<file path="config.mk">
export PLATFORM = sky130hd
export DESIGN_NAME = ifetch_queue
export DESIGN_NICKNAME = d
export VERILOG_FILES = /design/src/rtl/ifetch_queue.sv
export SDC_FILE = /design/constraint.sdc
export NUM_CORES = 1
export LEC_CHECK = 0
export ABC_AREA = 1
export ABC_CLOCK_PERIOD_IN_PS = 4500
export CORE_MARGIN = 4
export CORE_UTILIZATION = 57
export DETAILED_ROUTE_END_ITERATION = 7
export PLACE_DENSITY = 0.81
export SYNTH_ARGS = -nofsm -noshare
export SYNTH_HDL_FRONTEND = slang
export SYNTH_SLANG_ARGS = --single-unit
</file>
<file path="constraint.sdc">
create_clock -name clk -period 4.5 [get_ports clk]
set_input_delay 1.125 -clock clk [delete_from_list [all_inputs] [get_ports clk]]
set_output_delay 1.125 -clock clk [all_outputs]
set_load 0.03 [all_outputs]
</file>
<file path="src/rtl/ifetch_queue.sv">
// ifetch_queue: instruction fetch queue feeding the decoder.
// Fetches aligned 32-bit words and buffers them as halfwords in a ring.
// Presents a registered 32-bit window (head, head+1) with its PC.
// Handles branch redirects, including a redirect that lands on an odd halfword.
// Holds back an 8Axx/8Exx prefix halfword until its second halfword is buffered.
module ifetch_queue #(
    parameter int          QHW      = 8,
    parameter logic [31:0] RESET_PC = 32'hA000_0000
) (
    input  logic        clk,
    input  logic        reset_n,
    output logic [31:0] memAddr,
    output logic        memReq,
    input  logic        memOK,
    input  logic [31:0] memData,
    output logic [31:0] istrWord,
    output logic [31:0] istrPc,
    output logic        istrValid,
    input  logic [3:0]  idStepPc,
    input  logic        idAdvance,
    input  logic        brTaken,
    input  logic [31:0] brTarget
);

    localparam int PTR_W = $clog2(QHW);
    localparam int CNT_W = PTR_W + 1;
    localparam logic [CNT_W-1:0] C_ONE = CNT_W'(1);
    localparam logic [CNT_W-1:0] C_TWO = CNT_W'(2);

    // Halfword storage and queue state
    logic [15:0]       r_buf [QHW];
    logic [PTR_W-1:0]  r_head;
    logic [CNT_W-1:0]  r_count;
    logic [31:0]       r_fetch_addr;
    logic [31:0]       r_mem_addr;
    logic              r_mem_req;
    logic              r_skip_low;
    logic              r_discard;
    logic [31:0]       r_istr_pc;
    logic [31:0]       r_istr_word;
    logic              r_istr_valid;

    logic              w_accept;
    logic              w_push_en;
    logic              w_consume;
    logic [1:0]        w_pop;
    logic [1:0]        w_push_n;
    logic [PTR_W-1:0]  w_tail;
    logic [PTR_W-1:0]  w_tail1;
    logic [PTR_W-1:0]  w_hi_idx;
    logic [15:0]       w_buf_next [QHW];
    logic [CNT_W-1:0]  w_count_next;
    logic [PTR_W-1:0]  w_head_next;
    logic [PTR_W-1:0]  w_head_next1;
    logic [15:0]       w_head_hw;
    logic [15:0]       w_next_hw;
    logic              w_room;
    logic              w_valid_next;
    logic [31:0]       w_word_next;
    logic [31:0]       w_pc_next;
    logic [31:0]       w_fetch_addr_next;
    logic              w_mem_req_next;
    logic              w_skip_next;
    logic              w_discard_next;
    logic              w_unused;

    // Bit 0 of the branch target never matters: PCs are halfword aligned.
    assign w_unused = brTarget[0];

    // A redirect kills both the same-cycle consume and any arriving data.
    assign w_accept  = r_mem_req & memOK;
    assign w_push_en = w_accept & ~r_discard & ~brTaken;
    assign w_consume = idAdvance & r_istr_valid & ~brTaken;
    assign w_push_n  = w_push_en ? (r_skip_low ? 2'd1 : 2'd2) : 2'd0;

    // Number of halfwords popped by the decoder this cycle
    always_comb begin
        w_pop = 2'd0;
        if (w_consume) begin
            if (idStepPc == 4'd2) begin
                w_pop = 2'd1;
            end else if (idStepPc == 4'd4 && r_count >= C_TWO) begin
                w_pop = 2'd2;
            end
        end
    end

    // Write slots: low half at tail, high half right after it (or at tail when
    // the low half is skipped after an odd-halfword redirect).
    assign w_tail   = r_head + r_count[PTR_W-1:0];
    assign w_tail1  = w_tail + PTR_W'(1);
    assign w_hi_idx = r_skip_low ? w_tail : w_tail1;

    generate
        for (genvar gi = 0; gi < QHW; gi++) begin : g_slot
            assign w_buf_next[gi] =
                (w_push_en && !r_skip_low && w_tail == PTR_W'(gi)) ? memData[15:0]  :
                (w_push_en && w_hi_idx == PTR_W'(gi))              ? memData[31:16] :
                                                                      r_buf[gi];

            // Storage slot update (contents are don't-care while unoccupied)
            always_ff @(posedge clk) begin
                r_buf[gi] <= w_buf_next[gi];
            end
        end
    endgenerate

    assign w_count_next = brTaken ? '0 : (r_count + CNT_W'(w_push_n) - CNT_W'(w_pop));
    assign w_head_next  = brTaken ? r_head : (r_head + PTR_W'(w_pop));
    assign w_head_next1 = w_head_next + PTR_W'(1);
    assign w_room       = int'(w_count_next) <= QHW - 2;
    assign w_pc_next    = brTaken ? {brTarget[31:1], 1'b0}
                                  : (r_istr_pc + {29'd0, w_pop, 1'b0});

    // Window for the next cycle is built from post-update queue contents so
    // freshly pushed data is visible one cycle after memOK.
    assign w_head_hw = w_buf_next[w_head_next];
    assign w_next_hw = w_buf_next[w_head_next1];
    assign w_word_next = {(w_count_next >= C_TWO) ? w_next_hw : 16'h0000,
                          (w_count_next >= C_ONE) ? w_head_hw : 16'h0000};
    assign w_valid_next = (w_count_next >= C_TWO) ||
                          (w_count_next == C_ONE &&
                           w_head_hw[15:8] != 8'h8A && w_head_hw[15:8] != 8'h8E);

    // Fetch request control: redirect, completion, and idle re-arm
    always_comb begin
        w_fetch_addr_next = r_fetch_addr;
        w_mem_req_next    = r_mem_req;
        w_skip_next       = r_skip_low;
        w_discard_next    = r_discard;
        if (brTaken) begin
            w_fetch_addr_next = {brTarget[31:2], 2'b00};
            w_skip_next       = brTarget[1];
            if (r_mem_req && !memOK) begin
                // Old request must still finish at its old address.
                w_discard_next = 1'b1;
            end else begin
                w_discard_next = 1'b0;
                w_mem_req_next = 1'b1;
            end
        end else if (w_accept) begin
            if (r_discard) begin
                w_discard_next = 1'b0;
                w_mem_req_next = 1'b0;
            end else begin
                w_fetch_addr_next = r_fetch_addr + 32'd4;
                w_skip_next       = 1'b0;
                w_mem_req_next    = w_room;
            end
        end else if (!r_mem_req) begin
            w_mem_req_next = !r_discard && w_room;
        end
    end

    // Control state and registered decoder-facing outputs
    always_ff @(posedge clk or negedge reset_n) begin
        if (!reset_n) begin
            r_head       <= '0;
            r_count      <= '0;
            r_fetch_addr <= {RESET_PC[31:2], 2'b00};
            r_mem_addr   <= {RESET_PC[31:2], 2'b00};
            r_mem_req    <= 1'b0;
            r_skip_low   <= RESET_PC[1];
            r_discard    <= 1'b0;
            r_istr_pc    <= RESET_PC;
            r_istr_word  <= 32'd0;
            r_istr_valid <= 1'b0;
        end else begin
            r_head       <= w_head_next;
            r_count      <= w_count_next;
            r_fetch_addr <= w_fetch_addr_next;
            r_mem_addr   <= w_discard_next ? r_mem_addr : w_fetch_addr_next;
            r_mem_req    <= w_mem_req_next;
            r_skip_low   <= w_skip_next;
            r_discard    <= w_discard_next;
            r_istr_pc    <= w_pc_next;
            r_istr_word  <= w_word_next;
            r_istr_valid <= w_valid_next;
        end
    end

    assign memAddr   = r_mem_addr;
    assign memReq    = r_mem_req;
    assign istrWord  = r_istr_word;
    assign istrPc    = r_istr_pc;
    assign istrValid = r_istr_valid;

endmodule

</file>
==> impl_metrics.py <==
metrics = {
    "grt": {
        "antenna_found_initial": 1,
        "grt_use_met2_pct": 52.3,
        "grt_busiest_layer": "met2",
        "grt_max_degree": 107,
        "globalRouteMet1Util_pct": 40.5,
        "grt_pass1_wl_mm": 75.0,
        "grt_use_met3_pct": 5.36,
        "overflow": 0,
        "grt_pass1_vias": 15000,
        "grt_usage_pct": 31.6,
    },
    "clock_network": {
        "clk_pin_slew_ns": 0.07,
        "cts_sinks": 266,
        "clk_latency_ns": 0.56,
        "hold_buffers": 0,
        "clk_path_buf_depth": 3,
        "cts_tree": "built",
        "cts_buffers": 28,
        "cts_setup_buffers": 0,
        "cts-root-buf": "clkbuf_16",
        "post_cts_resized": 0,
        "h-tree-depth": 1,
    },
    "routing": {
        "detail-route-antenna-nets": 0,
        "num_vias": 15400,
        "via_per_inst": 5.91,
        "drt_first_iter_violations": 1710,
        "drt_wl_total_mm": 46.9,
        "drt-pass1-iter-count": 5,
        "drc": 0,
        "wl_per_cell_um": 18.0,
    },
    "worst_hold_path": {
        "hold_path_class": "flop to flop",
    },
    "floorplan": {
        "dieArea_mm2": 0.0292,
        "die_w_um": 171,
        "ios": 171,
        "core-area_mm2": 0.0261,
        "die_h_um": 171,
        "row_count": 59,
        "start_util_pct": 58.0,
    },
    "critical_path": {
        "required_ns": 4.98,
        "worstSetupPathType": "input pin to flop",
        "cp_max_fo": 4,
        "critPathArrivalTime_ns": 4.72,
        "crit_path_start_kind": "input pin",
        "crit_path_end_kind": "flop",
    },
    "timing": {
        "setup_ws_ns": 0.258,
        "maxSlewViolCount": 0,
        "fin_crit_ns": 4.24,
        "slew_headroom_pct": 35.8,
        "fin_setup_tns_ns": 0,
        "setup_viol": 0,
        "finalHoldViolCount": 0,
        "fmax_mhz": 236,
        "rsz0062_at_grt": "false",
        "period_share_pct": 94.3,
        "finClkSkew_ns": 0.0185,
        "tightest_slew_ns": 0.963,
    },
    "yosys": {
        "ys_types": 59,
        "synthTopCellsByCount": "567 x nand2_1, 285 x nand3_1, 222 x inv_1",
        "yosysMostFrequentCell": "nand2_1",
        "synth-seq-cells": 266,
        "syn-cell-area_mm2": 0.0151,
        "ys.flop_type": "dfrtp_1",
        "seq_area_frac_synth_pct": 39.8,
        "netlist_instances": 2109,
        "synth_warnings": 0,
        "async_flop_share_pct": 51.9,
        "avgSynthCellArea_um2": 7.17,
        "synth-edff-count": 0,
        "synth_top_cell_by_area": "dfrtp_1",
        "synth_top_cell_area_share_pct": 21.8,
        "syn-num-nets": 2204,
        "synth_top_cells_by_area": "dfrtp_1 22%, dfxtp_1 17%, nand2_1 14%",
    },
    "pwr": {
        "ir_drop_v": 0.000415,
        "power_w": 0.0109,
        "powerDensity_mw_per_mm2": 600,
        "leakagePower_nw": 8.61,
    },
    "final_layout": {
        "antenna_cells": 0,
        "fill_cells": 2134,
        "area_growth_pct": 20.8,
        "drive_gt1_share_pct": 9.11,
        "fin_nets": 2344,
    },
    "placed_design": {
        "dp_hpwl_mm": 31.3,
        "dp_slack_ns": -0.183,
        "port_buffers": 168,
        "gp_congestion": 0.954,
    },
    "outcome": {
        "status": "finished, final reports clean",
    },
    "job": {
        "drv_cap": 0,
    },
}
## layout by cell type, fill, tap and decap left out, types with 22 or more instances in the layout
cell	instances
o211ai_1	85
o21a_1	24
nand3_1	285
o21ai_0	102
buf_4	42
o21ai_2	22
nand2_1	567
dfxtp_1	128
o21ai_1	56
clkdlybuf4s50_1	166
inv_1	222
dfrtp_1	132
a21oi_1	32
nor2_1	129
clkbuf_16	29
## power by group
part	leakage, nW	switching, W	total, W	internal, W
clock network	0.515	0.00101	0.00260	0.00160
logic	5.31	0.00308	0.00487	0.00180
registers	2.78	0.000296	0.00347	0.00318
## per-layer routing
layer  vias to the layer above  routed length [um]  part of all wire [%]
met3                       150                5000                    11
met1                      7149               18200                    39
met5                         -                  15                 0.032
met4                         2                2010                   4.3
li1                       7216                   -                     -
met2                       892               21700                    46
## through the flow
stage | util (%) | hold WS [ns] | cell area (um^2) | std cells
2_1_floorplan | - | 0.459 | 15100 | 2109
3_3_place_gp | 66.1 | 0.459 | 17200 | 2554
3_5_place_dp | 66.1 | 0.465 | 17200 | 2554
4_1_cts | 70.1 | 0.474 | 18300 | 2606
5_1_grt | 70.1 | 0.494 | 18300 | 2606
6_report | 70.1 | 0.476 | 18300 | 2606
## critical path: stages
cell	delay, ns
clkdlybuf4s50_1	0.39
nor2_1	0.23
inv_1	0.11
nor4_2	0.35
ha_1	0.25
inv_1	0.06
fa_1	0.41
nor2_1	0.20
nand3_1	0.14
nor2_1	0.23
nand2_1	0.13
nor4_2	0.21
nand3_1	0.22
nor2_1	0.19
nand4_1	0.13
xnor2_1	0.16
nand2_1	0.06
o21ai_1	0.10
## worst paths after layout
kind	start	end	slack (ns)	cells after the start
worst max-delay path	idStepPc[0]	istrPc[31]	0.26	18
worst min-delay path	memAddr[29]	memAddr[29]	0.48	2
worst max register to register	r_head[0]	istrWord[18]	0.53	20
worst min register to register	memAddr[29]	memAddr[29]	0.48	2
max in group asynchronous	reset_n	istrWord[31]	3.00	2
min in group asynchronous	reset_n	memAddr[10]	0.69	1
## flip-flops by register name, summed over array words and instances (netlist names)
register,count
memAddr,32
r_buf,128
istrValid,1
istrPc,31
r_fetch_addr,32
memReq,1
r_skip_low,1
r_head,3
istrWord,32
r_discard,1
r_count,4
## kinds of logic after synthesis
logic type / Yosys count / synth area share (%)
adder cells (fa/ha/maj): 22 / 2.07
XOR/XNOR: 20 / 1.16
buffers and inverters: 346 / 9.32
AO/OA/AOI/OAI: 375 / 15.6
other: 1 / 0.0248
AND/OR/NAND/NOR: 1079 / 32.0
flip-flops: 266 / 39.8
## area by class of cell
cell class                      instances  area (um^2)  share of cell area [%]
Clock inverter                         17          240                    1.32
Clock buffer                           35          798                    4.37
Inverter                              237          895                    4.90
Tap cell                              335          419                    2.30
Multi-Input combinational cell       1497         7710                    42.2
Sequential cell                       266         6020                    33.0
Timing Repair Buffer                  219         2170                    11.9
No activity file was read; power rests on OpenSTA's default activity.
